**src/rtl/pipe_ctrl_unit.sv**
```systemverilog
// pipe_ctrl_unit: pipelined control unit. Decodes one instruction per cycle
// from IF/ID into a control bundle and carries it through EX, MEM and WB.
// Inserts a bubble on load-use hazards, discards the decode-stage
// instruction on a taken branch, flags illegal opcodes (sticky) and keeps
// a saturating count of stall cycles.
//
// Build option: define CTRL_HAZARD_EN to enable load-use detection, the
// decode stall and the stall counter. Without it in_ready is always 1 and
// stall_cnt reads 0.

module pipe_ctrl_unit #(
    parameter int unsigned OPW = 4,
    parameter int unsigned RW  = 3,
    parameter int unsigned CW  = 16
) (
    input  logic           clk,
    input  logic           rst_n,
    // IF/ID handshake
    input  logic           in_valid,
    output logic           in_ready,
    input  logic [OPW-1:0] in_op,
    input  logic [RW-1:0]  in_rd,
    input  logic [RW-1:0]  in_rs1,
    input  logic [RW-1:0]  in_rs2,
    // branch resolution from EX
    input  logic           br_taken,
    // EX bundle
    output logic           ex_valid,
    output logic           ex_alu_src,
    output logic           ex_mreg,
    output logic [1:0]     ex_alu_op,
    // MEM bundle
    output logic           mem_valid,
    output logic           mem_mr,
    output logic           mem_mw,
    // WB bundle
    output logic           wb_valid,
    output logic           wb_en_rw,
    output logic           wb_memtoreg,
    output logic [RW-1:0]  wb_rd,
    // status
    output logic           illegal,
    input  logic           illegal_clr,
    output logic [CW-1:0]  stall_cnt
);

    localparam logic [3:0] OP_ADD   = 4'b0000;
    localparam logic [3:0] OP_SUB   = 4'b0001;
    localparam logic [3:0] OP_OR    = 4'b0011;
    localparam logic [3:0] OP_SW    = 4'b0111;
    localparam logic [3:0] OP_NANDI = 4'b1111;
    localparam logic [3:0] OP_LW    = 4'b1101;
    localparam logic [3:0] OP_BR    = 4'b1100;

    // decode results for the instruction sitting in IF/ID
    logic       op_hi_nz;
    logic       dec_legal;
    logic [1:0] dec_alu_op;
    logic       dec_alu_src;
    logic       dec_mreg;
    logic       dec_en_rw;
    logic       dec_memtoreg;
    logic       dec_mr;
    logic       dec_mw;
    logic       dec_is_lw;
    logic       dec_use_rs2;

    // handshake / hazard
    logic       hazard;
    logic       ready;
    logic       take;
    logic       load_ex;

    // EX stage register
    logic          ex_valid_q,    ex_valid_d;
    logic [1:0]    ex_alu_op_q,   ex_alu_op_d;
    logic          ex_alu_src_q,  ex_alu_src_d;
    logic          ex_mreg_q,     ex_mreg_d;
    logic          ex_en_rw_q,    ex_en_rw_d;
    logic          ex_memtoreg_q, ex_memtoreg_d;
    logic          ex_mr_q,       ex_mr_d;
    logic          ex_mw_q,       ex_mw_d;
    logic          ex_is_lw_q,    ex_is_lw_d;
    logic [RW-1:0] ex_rd_q,       ex_rd_d;

    // MEM stage register
    logic          mem_valid_q,    mem_valid_d;
    logic          mem_mr_q,       mem_mr_d;
    logic          mem_mw_q,       mem_mw_d;
    logic          mem_en_rw_q,    mem_en_rw_d;
    logic          mem_memtoreg_q, mem_memtoreg_d;
    logic [RW-1:0] mem_rd_q,       mem_rd_d;

    // WB stage register
    logic          wb_valid_q,    wb_valid_d;
    logic          wb_en_rw_q,    wb_en_rw_d;
    logic          wb_memtoreg_q, wb_memtoreg_d;
    logic [RW-1:0] wb_rd_q,       wb_rd_d;

    // sticky illegal flag
    logic illegal_q, illegal_d;

    // opcode bits above the decoded nibble must be zero
    if (OPW > 4) begin : g_op_hi
        assign op_hi_nz = |in_op[OPW-1:4];
    end else begin : g_op_no_hi
        assign op_hi_nz = 1'b0;
    end

    // opcode decode: every control not listed for an opcode stays 0
    always_comb begin
        dec_legal    = 1'b1;
        dec_alu_op   = 2'b00;
        dec_alu_src  = 1'b0;
        dec_mreg     = 1'b0;
        dec_en_rw    = 1'b0;
        dec_memtoreg = 1'b0;
        dec_mr       = 1'b0;
        dec_mw       = 1'b0;
        dec_is_lw    = 1'b0;
        dec_use_rs2  = 1'b0;
        case (in_op[3:0])
            OP_ADD: begin
                dec_alu_op   = 2'b00;
                dec_mreg     = 1'b1;
                dec_en_rw    = 1'b1;
                dec_memtoreg = 1'b1;
                dec_use_rs2  = 1'b1;
            end
            OP_SUB: begin
                dec_alu_op   = 2'b01;
                dec_mreg     = 1'b1;
                dec_en_rw    = 1'b1;
                dec_memtoreg = 1'b1;
                dec_use_rs2  = 1'b1;
            end
            OP_OR: begin
                dec_alu_op   = 2'b10;
                dec_mreg     = 1'b1;
                dec_en_rw    = 1'b1;
                dec_memtoreg = 1'b1;
                dec_use_rs2  = 1'b1;
            end
            OP_SW: begin
                dec_alu_src  = 1'b1;
                dec_memtoreg = 1'b1;
                dec_mw       = 1'b1;
                dec_use_rs2  = 1'b1;
            end
            OP_NANDI: begin
                dec_alu_op   = 2'b11;
                dec_alu_src  = 1'b1;
                dec_en_rw    = 1'b1;
                dec_memtoreg = 1'b1;
            end
            OP_LW: begin
                dec_alu_src  = 1'b1;
                dec_en_rw    = 1'b1;
                dec_mr       = 1'b1;
                dec_is_lw    = 1'b1;
            end
            OP_BR: begin
                dec_alu_src  = 1'b1;
                dec_mr       = 1'b1;
            end
            default: begin
                dec_legal    = 1'b0;
            end
        endcase
        if (op_hi_nz) begin
            dec_legal = 1'b0;
        end
    end

`ifdef CTRL_HAZARD_EN
    // load-use hazard: LW in EX writes a register the decode instruction reads
    always_comb begin
        hazard = 1'b0;
        if (in_valid && dec_legal && ex_valid_q && ex_is_lw_q) begin
            hazard = (ex_rd_q == in_rs1) || (dec_use_rs2 && (ex_rd_q == in_rs2));
        end
    end
`else
    // software schedules LW consumers, so decode never stalls
    logic unused_hazard_inputs;
    assign unused_hazard_inputs = ^{in_rs1, in_rs2, dec_use_rs2, ex_is_lw_q};
    assign hazard = 1'b0;
`endif

    // a taken branch always drains IF/ID, so it overrides a stall
    assign ready    = br_taken || !hazard;
    assign in_ready = ready;
    assign take     = in_valid && ready && !br_taken;
    assign load_ex  = take && dec_legal;

    // next-state for the EX/MEM/WB registers and the illegal flag
    always_comb begin
        ex_valid_d    = load_ex;
        ex_alu_op_d   = load_ex ? dec_alu_op   : 2'b00;
        ex_alu_src_d  = load_ex && dec_alu_src;
        ex_mreg_d     = load_ex && dec_mreg;
        ex_en_rw_d    = load_ex && dec_en_rw;
        ex_memtoreg_d = load_ex && dec_memtoreg;
        ex_mr_d       = load_ex && dec_mr;
        ex_mw_d       = load_ex && dec_mw;
        ex_is_lw_d    = load_ex && dec_is_lw;
        ex_rd_d       = load_ex ? in_rd : RW'(0);

        mem_valid_d    = ex_valid_q;
        mem_mr_d       = ex_mr_q;
        mem_mw_d       = ex_mw_q;
        mem_en_rw_d    = ex_en_rw_q;
        mem_memtoreg_d = ex_memtoreg_q;
        mem_rd_d       = ex_rd_q;

        wb_valid_d    = mem_valid_q;
        wb_en_rw_d    = mem_en_rw_q;
        wb_memtoreg_d = mem_memtoreg_q;
        wb_rd_d       = mem_rd_q;

        illegal_d = illegal_q;
        if (illegal_clr) begin
            illegal_d = 1'b0;
        end else if (take && !dec_legal) begin
            illegal_d = 1'b1;
        end
    end

    // EX stage register
    always_ff @(posedge clk or negedge rst_n) begin
        if (!rst_n) begin
            ex_valid_q    <= 1'b0;
            ex_alu_op_q   <= 2'b00;
            ex_alu_src_q  <= 1'b0;
            ex_mreg_q     <= 1'b0;
            ex_en_rw_q    <= 1'b0;
            ex_memtoreg_q <= 1'b0;
            ex_mr_q       <= 1'b0;
            ex_mw_q       <= 1'b0;
            ex_is_lw_q    <= 1'b0;
            ex_rd_q       <= RW'(0);
        end else begin
            ex_valid_q    <= ex_valid_d;
            ex_alu_op_q   <= ex_alu_op_d;
            ex_alu_src_q  <= ex_alu_src_d;
            ex_mreg_q     <= ex_mreg_d;
            ex_en_rw_q    <= ex_en_rw_d;
            ex_memtoreg_q <= ex_memtoreg_d;
            ex_mr_q       <= ex_mr_d;
            ex_mw_q       <= ex_mw_d;
            ex_is_lw_q    <= ex_is_lw_d;
            ex_rd_q       <= ex_rd_d;
        end
    end

    // MEM and WB stage registers shift unconditionally
    always_ff @(posedge clk or negedge rst_n) begin
        if (!rst_n) begin
            mem_valid_q    <= 1'b0;
            mem_mr_q       <= 1'b0;
            mem_mw_q       <= 1'b0;
            mem_en_rw_q    <= 1'b0;
            mem_memtoreg_q <= 1'b0;
            mem_rd_q       <= RW'(0);
            wb_valid_q     <= 1'b0;
            wb_en_rw_q     <= 1'b0;
            wb_memtoreg_q  <= 1'b0;
            wb_rd_q        <= RW'(0);
        end else begin
            mem_valid_q    <= mem_valid_d;
            mem_mr_q       <= mem_mr_d;
            mem_mw_q       <= mem_mw_d;
            mem_en_rw_q    <= mem_en_rw_d;
            mem_memtoreg_q <= mem_memtoreg_d;
            mem_rd_q       <= mem_rd_d;
            wb_valid_q     <= wb_valid_d;
            wb_en_rw_q     <= wb_en_rw_d;
            wb_memtoreg_q  <= wb_memtoreg_d;
            wb_rd_q        <= wb_rd_d;
        end
    end

    // sticky illegal-opcode flag
    always_ff @(posedge clk or negedge rst_n) begin
        if (!rst_n) begin
            illegal_q <= 1'b0;
        end else begin
            illegal_q <= illegal_d;
        end
    end

`ifdef CTRL_HAZARD_EN
    logic [CW-1:0] stall_cnt_q, stall_cnt_d;

    // count cycles where a hazard actually held decode (not flushed)
    always_comb begin
        stall_cnt_d = stall_cnt_q;
        if (hazard && !br_taken && (stall_cnt_q != '1)) begin
            stall_cnt_d = stall_cnt_q + CW'(1);
        end
    end

    // saturating stall counter
    always_ff @(posedge clk or negedge rst_n) begin
        if (!rst_n) begin
            stall_cnt_q <= CW'(0);
        end else begin
            stall_cnt_q <= stall_cnt_d;
        end
    end

    assign stall_cnt = stall_cnt_q;
`else
    assign stall_cnt = CW'(0);
`endif

    assign ex_valid    = ex_valid_q;
    assign ex_alu_src  = ex_alu_src_q;
    assign ex_mreg     = ex_mreg_q;
    assign ex_alu_op   = ex_alu_op_q;
    assign mem_valid   = mem_valid_q;
    assign mem_mr      = mem_mr_q;
    assign mem_mw      = mem_mw_q;
    assign wb_valid    = wb_valid_q;
    assign wb_en_rw    = wb_en_rw_q;
    assign wb_memtoreg = wb_memtoreg_q;
    assign wb_rd       = wb_rd_q;
    assign illegal     = illegal_q;

endmodule

```
**config.mk**
```make
export PLATFORM = sky130hd
export DESIGN_NAME = pipe_ctrl_unit
export DESIGN_NICKNAME = d
export VERILOG_FILES = /design/src/rtl/pipe_ctrl_unit.sv
export SDC_FILE = /design/constraint.sdc
export NUM_CORES = 1
export LEC_CHECK = 0
export ABC_AREA = 1
export BUFFER_PORTS_ARGS = -buffer_cell sky130_fd_sc_hd__buf_2
export CAP_MARGIN = 20
export CORE_ASPECT_RATIO = 1.5
export CORE_MARGIN = 2
export CORE_UTILIZATION = 40
export CTS_BUF_LIST = sky130_fd_sc_hd__clkbuf_8 sky130_fd_sc_hd__clkbuf_16
export DETAILED_ROUTE_END_ITERATION = 16
export GPL_TIMING_DRIVEN = 1
export HOLD_SLACK_MARGIN = 0.08
export PLACE_DENSITY = 0.73
export SYNTH_ARGS = -nofsm -noshare
export SYNTH_HDL_FRONTEND = slang
export SYNTH_SLANG_ARGS = --single-unit
```
**constraint.sdc**
```tcl
create_clock -name clk -period 0.8 [get_ports clk]
set_clock_uncertainty 0.15 [all_clocks]
set_input_delay 0.16 -clock clk [delete_from_list [all_inputs] [get_ports clk]]
set_output_delay 0.16 -clock clk [all_outputs]
set_load 0.05 [all_outputs]
```
== After elaboration in Yosys (flattened, before gate mapping) ==
Index checks and enable logic that the tools add are counted.

* Memories: 0
* Latch bits: 0
* Memory bits (read-only): 0
* RAM bits: 0
* Bits in registers: 27
* Input bits: 18

* Reductions and logical operators: 19
* Magnitude comparators: 0
* Eq/ne operators: 6
* Bitwise gates (word level): 0
* Multiply operators: 0
* Multiplexer cells: 12
* Shift operators: 0
* Div/mod/pow operators: 0
* $add $sub $neg: 0

{| class="wikitable"
|+ Operators with widths
! cell !! count
|-
| $eq A4 B4 Y1 const B || 3
|-
| $reduce_or A5 Y1 || 2
|-
| $logic_and A1 B1 Y1 || 9
|-
| $mux W1 || 9
|-
| $reduce_or A7 Y1 || 1
|-
| $pmux W2 S3 || 1
|-
| $eq A4 B1 Y1 const B || 1
|-
| $eq A4 B2 Y1 const B || 1
|-
| $eq A4 B3 Y1 const B || 1
|-
| $logic_not A4 Y1 || 1
|-
| $reduce_or A4 Y1 || 1
|-
| $mux W3 || 1
|-
| $reduce_or A3 Y1 || 1
|-
| $logic_not A1 Y1 || 2
|-
| $mux W2 || 1
|-
| $reduce_bool A2 Y1 || 1
|-
| $reduce_or A2 Y1 || 1
|}

== Logic depth before layout (Yosys ltp) ==
Gate-level depths: netlist (run 1).

* Depth in word-level cells: 7
* Mapped depth: 7
* Mapped depth without buffers: 7

== Worst setup path after synthesis (run 1) ==
No wires, ideal clock.

* Path kind: flip-flop to flip-flop
* Start point: register, netlist name illegal
* End point: register illegal_q (netlist: illegal)
* Slack: -236 ps
* Cell stages (with the launch flop): 3
* Arrival time: 809 ps
* Period minus slack after synthesis: 1036 ps
* Path through: dfrtp_1 inv_1 a21oi_1

{| class="wikitable"
|+ RTL lines
! item !! RTL line !! RTL
|-
| to (signal assigned) || 288 || <nowiki>illegal_q <= illegal_d;</nowiki>
|-
| to (decl) || 101 || <nowiki>logic illegal_q, illegal_d;</nowiki>
|}

== Worst setup path in the final report (run 1) ==
* Start point: register mem_valid_q (netlist: mem_valid)
* End point: output port mem_valid

{| class="wikitable"
|+ RTL lines
! item !! RTL line !! RTL
|-
| from (decl) || 87 || <nowiki>logic mem_valid_q, mem_valid_d;</nowiki>
|-
| from (signal assigned) || 270 || <nowiki>mem_valid_q <= mem_valid_d;</nowiki>
|-
| to (decl) || 33 || <nowiki>output logic mem_valid,</nowiki>
|}

No word-level cell between the ends.

==> flow_summary.json, run 1 <==
{
  "status": "finished with violations",
  "violations": "hold timing, setup timing",
  "slowest_delay_ns": 0.42,
  "grt_pass1_vias": 618,
  "maxSlewViolCount": 0,
  "synth-seq-cells": 27,
  "path_class": "flop to output port",
  "crit_slowest_cell": "dfrtp_2",
  "num_rows": 22,
  "p_total_mw": 2.69,
  "hold_violations": 4,
  "htree_levels": 1,
  "ant_nets": 0,
  "antenna_found_initial": 0,
  "syn_inst": 90,
  "crit_buf_inv": 1,
  "grt_overflow": 0,
  "gp_congestion": 0.796,
  "finalSetupViolCount": 16,
  "grt_usage_pct": 10.9,
  "ios": 50,
  "drtIter0Drc": 4,
  "antenna_cells": 0,
  "final_cell_mix": "conb_1, buf_6, dfrtp_2, dfrtp_1, nor2_4",
  "switching_power_uw": 787,
  "viasPerCell": 4.35,
  "path_delay_family": "flip-flops",
  "synth_area_mm2": 0.00107,
  "dr.pass1.iters": 4,
  "p_comb_share_pct": 21.6,
  "area_growth_pct": 41.4,
  "fin_cells": 149,
  "crit_chain": "buf_6",
  "worstPathMaxFanout": 2,
  "hold_ws_ns": -0.108,
  "cts_root_buffer": "clkbuf_8",
  "placedCellCount": 142,
  "yosysWarnings": 0,
  "cts_buffers": 3,
  "setup_ws_ns": -0.341,
  "hpwlAfterDp_um": 1090,
  "max_cap_violations": 0,
  "place_area_mm2": 0.00125,
  "p_per_area_mw_per_mm2": 1780,
  "ys_types": 18,
  "wl_um": 1500,
  "dieArea_mm2": 0.00310,
  "switching_share_pct": 29.3,
  "drc": 0,
  "cts_max_path_buffers": 2,
  "grt_pass1_wl_um": 2440,
  "fmax_mhz": 876,
  "period_minus_slack_ns": 1.14,
  "wire_per_inst_um": 10.0,
  "ir_drop_mv": 0.928,
  "cts.sinks": 27,
  "start_util_pct": 43.0,
  "cp-end-kind": "output port",
  "p_seq_share_pct": 52.8,
  "nets": 144,
  "avgSynthCellArea_um2": 11.8,
  "hold_class": "input port to flop",
  "arrival_ns": 0.83,
  "finalCritPeriodShare_pct": 143,
  "power_frac_clock_pct": 25.6,
  "dieWidth_um": 46.2,
  "grt_start_max_net_pins": 28,
  "core_area_mm2": 0.00248,
  "drive_above_1_share_pct": 62.4,
  "clock_latency_ns": 0.26,
  "ys_seq_area_share_pct": 63.4,
  "p_int_mw": 1.90,
  "final_area_mm2": 0.00151,
  "dp_slack_ns": -0.329,
  "rsz0062_at_grt": "true",
  "start_kind": "flop",
  "num_vias": 648,
  "cts_hold_buf": 1,
  "cp_data_required_time_ns": 0.49,
  "portBuffers": 26,
  "cts_tree": "done",
  "clkTransAtPathRegs_ns": 0.08,
  "leakagePower_nw": 0.762,
  "die_y_um": 67.2
}
[per-layer routing]
metal  vias to the layer above  wire (µm)  GRT usage, %
li1                        308          -             -
met3                         2         86          1.60
met2                        31        899          20.8
met5                         -          0             0
met4                         0         19          6.43
met1                       307        488          10.2
[state kept, by name, indices dropped and copies added, names as in the netlist, 2 cells and up]
signal and flops:
ex_rd_q 3, mem_rd_q 3, wb_rd 3, ex_alu_op 2
[Yosys cell counts]
cell type | instances | share of area [%]
dfrtp_1 | 27 | 63
buf_4 | 17 | 12
nor2_2 | 10 | 5.9
inv_1 | 8 | 2.8
nor2_1 | 6 | 2.1
inv_2 | 3 | 1.1
nand2_1 | 3 | 1.1
nand2_2 | 3 | 1.8
nand3_1 | 3 | 1.4
conb_1 | 2 | 0.70
a21oi_1 | 1 | 0.47
a31oi_1 | 1 | 0.59
nand2_4 | 1 | 1.1
nand2_8 | 1 | 1.9
nor2_8 | 1 | 1.9
nor3_1 | 1 | 0.47
nor3b_1 | 1 | 0.70
o2111ai_1 | 1 | 0.82
[metrics by stage]
stage	TNS (ns)	hold WS [ns]	utilization (%)
after global placement	-4.69	-0.0411	50.5
after floorplan	-0.705	-0.286	-
after global routing	-5.55	-0.109	60.9
after detailed placement	-5.09	-0.0385	50.5
final	-4.81	-0.108	60.9
after CTS	-4.91	-0.117	57.8
[cell families after synthesis]
group                  share of synthesized area, %
buffers and inverters                          15.8
DFF                                            63.4
AOI/OAI and AO/OA                              1.88
other                                         0.704
and+or+nand+nor                                18.2
[area by class of cell]
type,count,area [µm²]
Timing Repair Buffer,32,314
Tap cell,24,30.0
Sequential cell,27,694
Fill cell,211,970
Multi-Input combinational cell,51,380
Clock inverter,1,3.75
Clock buffer,3,41.3
Inverter,11,43.8
[power groups by stage]
stage               Sequential, mW  Clock, mW  Combinational [mW]
floorplan                     1.52          0               0.343
global placement              1.44          0               0.485
detailed placement            1.44          0               0.493
CTS                           1.42      0.718               0.545
global route                  1.42      0.783               0.616
finish                        1.42      0.689               0.579
[path summary, 6_finish.rpt]
path | start | end | slack (ns) | cells after the start
setup / recovery | mem_valid | mem_valid | -0.34 | 1
hold / removal | illegal_clr | illegal | -0.11 | 2
setup reg to reg | ex_valid | mem_valid | 0.01 | 1
hold reg to reg | ex_rd_q[1] | mem_rd_q[1] | 0.20 | 0
max in group asynchronous | rst_n | mem_valid | 0.12 | 3
min in group asynchronous | rst_n | mem_memtoreg_q | 0.21 | 3
[timing repair]
item                                    in CTS  in global routing
gates resized for setup                     35                 19
endpoints found under the setup margin      26                 27
hold endpoints to repair                    32                  5
cloned                                       1                  0
buffers inserted                             1                  0
pin swaps                                    4                  7
Note: power is estimated with default switching activity, not from simulation.
==> run 2, diff against run 1 <==
ABC_AREA = not set   (was 1)
==> flow_summary.json, run 2 <==
{
  "violations": "hold timing, setup timing",
  "slowest_delay_ns": 0.42,
  "status": "finished with violations",
  "cp_data_required_time_ns": 0.49,
  "fin_cells": 140,
  "crit_chain": "buf_6",
  "avgSynthCellArea_um2": 13.9,
  "antenna_cells": 0,
  "finalCritPeriodShare_pct": 143,
  "grt_usage_pct": 12.2,
  "hold_ws_ns": -0.0771,
  "ios": 50,
  "p_total_mw": 2.71,
  "crit_slowest_cell": "dfrtp_2",
  "dp_slack_ns": -0.560,
  "rsz0062_at_grt": "true",
  "synth_top_area_cell": "dfrtp_1",
  "hold_class": "input port to flop",
  "grtUsageMet3_pct": 2.71,
  "fmax_mhz": 873,
  "drc": 0,
  "final_cell_mix": "buf_6, conb_1, dfrtp_2, dfrtp_1, buf_4",
  "placedCellCount": 129,
  "core_area_mm2": 0.00248,
  "grt.busiest_layer": "met2",
  "p_per_area_mw_per_mm2": 1820,
  "cts_hold_buf": 1,
  "yosysWarnings": 0,
  "final_util_pct": 60.0,
  "htree_levels": 1,
  "path_delay_family": "flip-flops",
  "die_y_um": 66.6,
  "crit_buf_inv": 1,
  "start_util_pct": 42.2,
  "viasPerCell": 4.46,
  "gp_congestion": 0.751,
  "path_class": "flop to output port",
  "nets": 135,
  "use_met1_pct": 12.1,
  "area_growth_pct": 42.3,
  "synthTopCellsByArea": "dfrtp_1, buf_4, nor2b_4",
  "synth_top_area_share_pct": 64.7,
  "ys.flop_type": "dfrtp_1",
  "wl_um": 1630,
  "dieWidth_um": 45.7,
  "dr.pass1.iters": 2,
  "cts_tree": "done",
  "period_minus_slack_ns": 1.15,
  "layout_commonest_cell": "buf_6",
  "portBuffers": 26,
  "cts_root_buffer": "clkbuf_8",
  "antenna_found_initial": 0,
  "leakagePower_nw": 0.759,
  "max_cap_violations": 0,
  "clock_latency_ns": 0.27,
  "use_met2_pct": 22.7,
  "wire_per_inst_um": 11.6,
  "nFillCells": 186,
  "ys_types": 22,
  "cts_max_path_buffers": 2,
  "drtIter0Drc": 6,
  "hold_violations": 4,
  "finalSetupViolCount": 27,
  "num_rows": 22,
  "synth_commonest_cells": "dfrtp_1, buf_4, and2_2",
  "drive_above_1_share_pct": 60.3,
  "worstPathMaxFanout": 2,
  "ys_seq_area_share_pct": 64.7,
  "synth_area_mm2": 0.00104,
  "grt_overflow": 0,
  "synthArstFlopShare_pct": 100,
  "num_vias": 625,
  "place_area_mm2": 0.00121,
  "cts.sinks": 27,
  "arrival_ns": 0.84,
  "synth-edff-count": 0,
  "setup_ws_ns": -0.346,
  "final_area_mm2": 0.00149,
  "syn_inst": 75,
  "grt_pass1_vias": 616,
  "cts_buffers": 3,
  "maxSlewViolCount": 0,
  "start_kind": "flop",
  "synth-seq-cells": 27,
  "ir_drop_mv": 0.725,
  "hpwlAfterDp_um": 1080,
  "ant_nets": 0,
  "dieArea_mm2": 0.00305,
  "grt_start_max_net_pins": 28,
  "cp-end-kind": "output port",
  "grt_pass1_wl_um": 2620,
  "clkTransAtPathRegs_ns": 0.08,
  "yosysMostFrequentCell": "dfrtp_1",
  "tns_ns": -6.78
}
## run 2: cell count changes after synthesis, sizes merged, moves of 2 or more
cell	before	now
and2	0	5
and3	0	2
buf	17	19
inv	11	0
nand2	8	2
nand3	3	1
nor2	17	2
nor2b	0	3
nor4	0	3
o31ai	0	2
## run 2: report_power, final
group | internal, mW | switching, mW | total [mW]
Sequential | 1.41 | 0.0168 | 1.42
Clock | 0.348 | 0.376 | 0.724
Combinational | 0.187 | 0.379 | 0.566
## run 2: layout make-up
cell class / instances / area (µm²) / share of cell area, %
repair buffers: 41 / 395 / 26.6
clock inverters: 1 / 5.00 / 0.337
clock buffers: 3 / 41.3 / 2.78
flip-flops and latches: 27 / 693 / 46.6
multi-input cells: 44 / 322 / 21.6
well taps: 24 / 30.0 / 2.02
## run 2: logic make-up (layout without fill, tap and decap cells)
kind of cell	count (synthesis)	in the layout	synth area share [%]
XOR/XNOR	1	1	0.838
flip-flops	27	27	64.7
other	2	17	0.719
AND/OR/NAND/NOR	23	23	16.9
AO/OA/AOI/OAI	3	3	2.51
buffers and inverters	19	45	14.4
## run 2: worst paths after layout
check,from,end,slack [ns],cells after the start
worst max-delay path,illegal,illegal,-0.35,1
worst min-delay path,illegal_clr,illegal,-0.08,2
worst max register to register,illegal,illegal,-0.22,4
max in group asynchronous,rst_n,ex_alu_src,0.12,3
worst min register to register,ex_rd_q[0],mem_rd_q[0],0.20,0
min in group asynchronous,rst_n,ex_en_rw_q,0.22,3
## run 2: per-layer routing
layer  part of all wire (%)  wire, µm
met1                     34       561
met2                     58       947
met3                    6.0        97
met4                    1.4        23
met5                      0         0
## run 2: what timing repair did
item | in CTS | in global routing
hold endpoints to repair | 32 | 5
buffers inserted | 3 | 2
pin swaps | 6 | 0
gates resized for setup | 47 | 4
cloned | 1 | 0
setup endpoints to repair | 28 | 27
==> run 3, diff against run 2 <==
SKIP_CTS_REPAIR_TIMING = 1   (was not set)
==> flow_summary.json, run 3 (synthesized netlist as in run 2, its figures left out) <==
{
  "status": "finished with violations",
  "violations": "hold timing, setup timing",
  "path_class": "flop to output port",
  "maxSlewViolCount": 0,
  "drive_above_1_share_pct": 58.4,
  "wire_per_inst_um": 11.5,
  "dr.pass1.iters": 2,
  "min_to": "illegal",
  "ant_nets": 0,
  "arrival_ns": 0.84,
  "clock_latency_ns": 0.27,
  "grt_pass1_vias": 528,
  "num_rows": 22,
  "start_kind": "flop",
  "finalCritPeriodShare_pct": 143,
  "reg2reg_depth": 3,
  "ff2ff_setup_slack_ns": -0.14,
  "place_area_mm2": 0.00121,
  "portBuffers": 26,
  "drtIter0Drc": 8,
  "placedCellCount": 129,
  "htree_levels": 1,
  "dieArea_mm2": 0.00305,
  "finalSetupViolCount": 27,
  "antenna_found_initial": 0,
  "cts_tree": "done",
  "fmax_mhz": 872,
  "final_cell_mix": "conb_1, buf_6, dfrtp_2, dfrtp_1, buf_4",
  "period_minus_slack_ns": 1.15,
  "final_area_mm2": 0.00141,
  "hold_violations": 4,
  "hpwlAfterDp_um": 1080,
  "dieWidth_um": 45.7,
  "cts_root_buffer": "clkbuf_8",
  "nets": 132,
  "antenna_cells": 0,
  "setup_ws_ns": -0.346,
  "ir_drop_mv": 0.770,
  "reg2reg_to": "illegal",
  "crit_buf_inv": 1,
  "crit_chain": "buf_6",
  "slowest_delay_ns": 0.42,
  "grt_overflow": 0,
  "dp_slack_ns": -0.560,
  "hold_class": "input port to flop",
  "wl_um": 1580,
  "p_per_area_mw_per_mm2": 1890,
  "r2r-start": "illegal",
  "rsz0062_at_grt": "true",
  "hold_ws_ns": -0.0819,
  "cp_data_required_time_ns": 0.49,
  "viasPerCell": 4.45,
  "leakagePower_nw": 0.723,
  "final_util_pct": 57.0,
  "fin_cells": 137,
  "num_vias": 610,
  "drc": 0,
  "start_util_pct": 42.2,
  "grt_usage_pct": 9.89,
  "path_delay_family": "flip-flops",
  "ios": 50,
  "worstPathMaxFanout": 2,
  "tns_ns": -7.58,
  "core_area_mm2": 0.00248,
  "cp-end-kind": "output port",
  "cts_buffers": 3,
  "min_from": "illegal_clr",
  "hold_depth": 2,
  "crit_slowest_cell": "dfrtp_2",
  "cts.sinks": 27,
  "grt_start_max_net_pins": 28,
  "cts_max_path_buffers": 2,
  "clkTransAtPathRegs_ns": 0.09,
  "gp_congestion": 0.751,
  "area_growth_pct": 35.2,
  "grt_pass1_wl_um": 2150,
  "die_y_um": 66.6,
  "max_cap_violations": 0,
  "nFillCells": 192
}
run 3: changes by cell type in the layout (fill, tap and decap cells not counted), moves of 2 or more:
cell    previous run  this run
and2_2             0         3
and2_4             3         0
buf_2              7         9
buf_6             22        17
run 3: worst reg2reg max path, cell delays in order (launching register included):
cell and delay [ns]:
dfrtp_2 0.42, buf_4 0.13, nand2b_1 0.07, o31ai_2 0.06
run 3: routing by layer:
layer,global-route usage (%),vias to the layer above,share of wire [%]
li1,-,282,-
met1,10.5,296,35
met2,16.9,30,57
met3,2.71,2,6.5
met4,5.36,0,1.5
met5,0,-,0
run 3: metrics by stage:
step                total power [mW]  hold WS [ns]
floorplan                       1.86        -0.286
global placement                1.90       -0.0415
detailed placement              1.91       -0.0387
CTS                             2.64        -0.333
global route                    2.78       -0.0682
finish                          2.68       -0.0819
run 3: layout make-up:
type | count | area [µm²] | share of cell area, %
clock buffers | 3 | 41.3 | 2.92
clock inverters | 1 | 5.00 | 0.354
multi-input cells | 44 | 302 | 21.3
flip-flops and latches | 27 | 693 | 49.1
well taps | 24 | 30.0 | 2.13
repair buffers | 38 | 342 | 24.2
run 3: how the worst max path moves through the flow:
stage | from | to | slack [ns] | depth (start not counted)
2_1_floorplan | in_op[3] | ex_alu_op[1] | -0.40 | 4
3_3_place_gp | in_op[1] | ex_alu_op[1] | -0.50 | 4
3_5_place_dp | in_op[1] | ex_alu_op[0] | -0.56 | 4
4_1_cts | illegal | illegal | -0.41 | 1
5_1_grt | illegal | illegal | -0.38 | 1
6_report | illegal | illegal | -0.35 | 1
run 3: power breakdown:
part           switching [mW]  internal [mW]  total [mW]
registers              0.0173           1.41        1.42
clock network           0.380          0.348       0.728
logic                   0.367          0.157       0.524
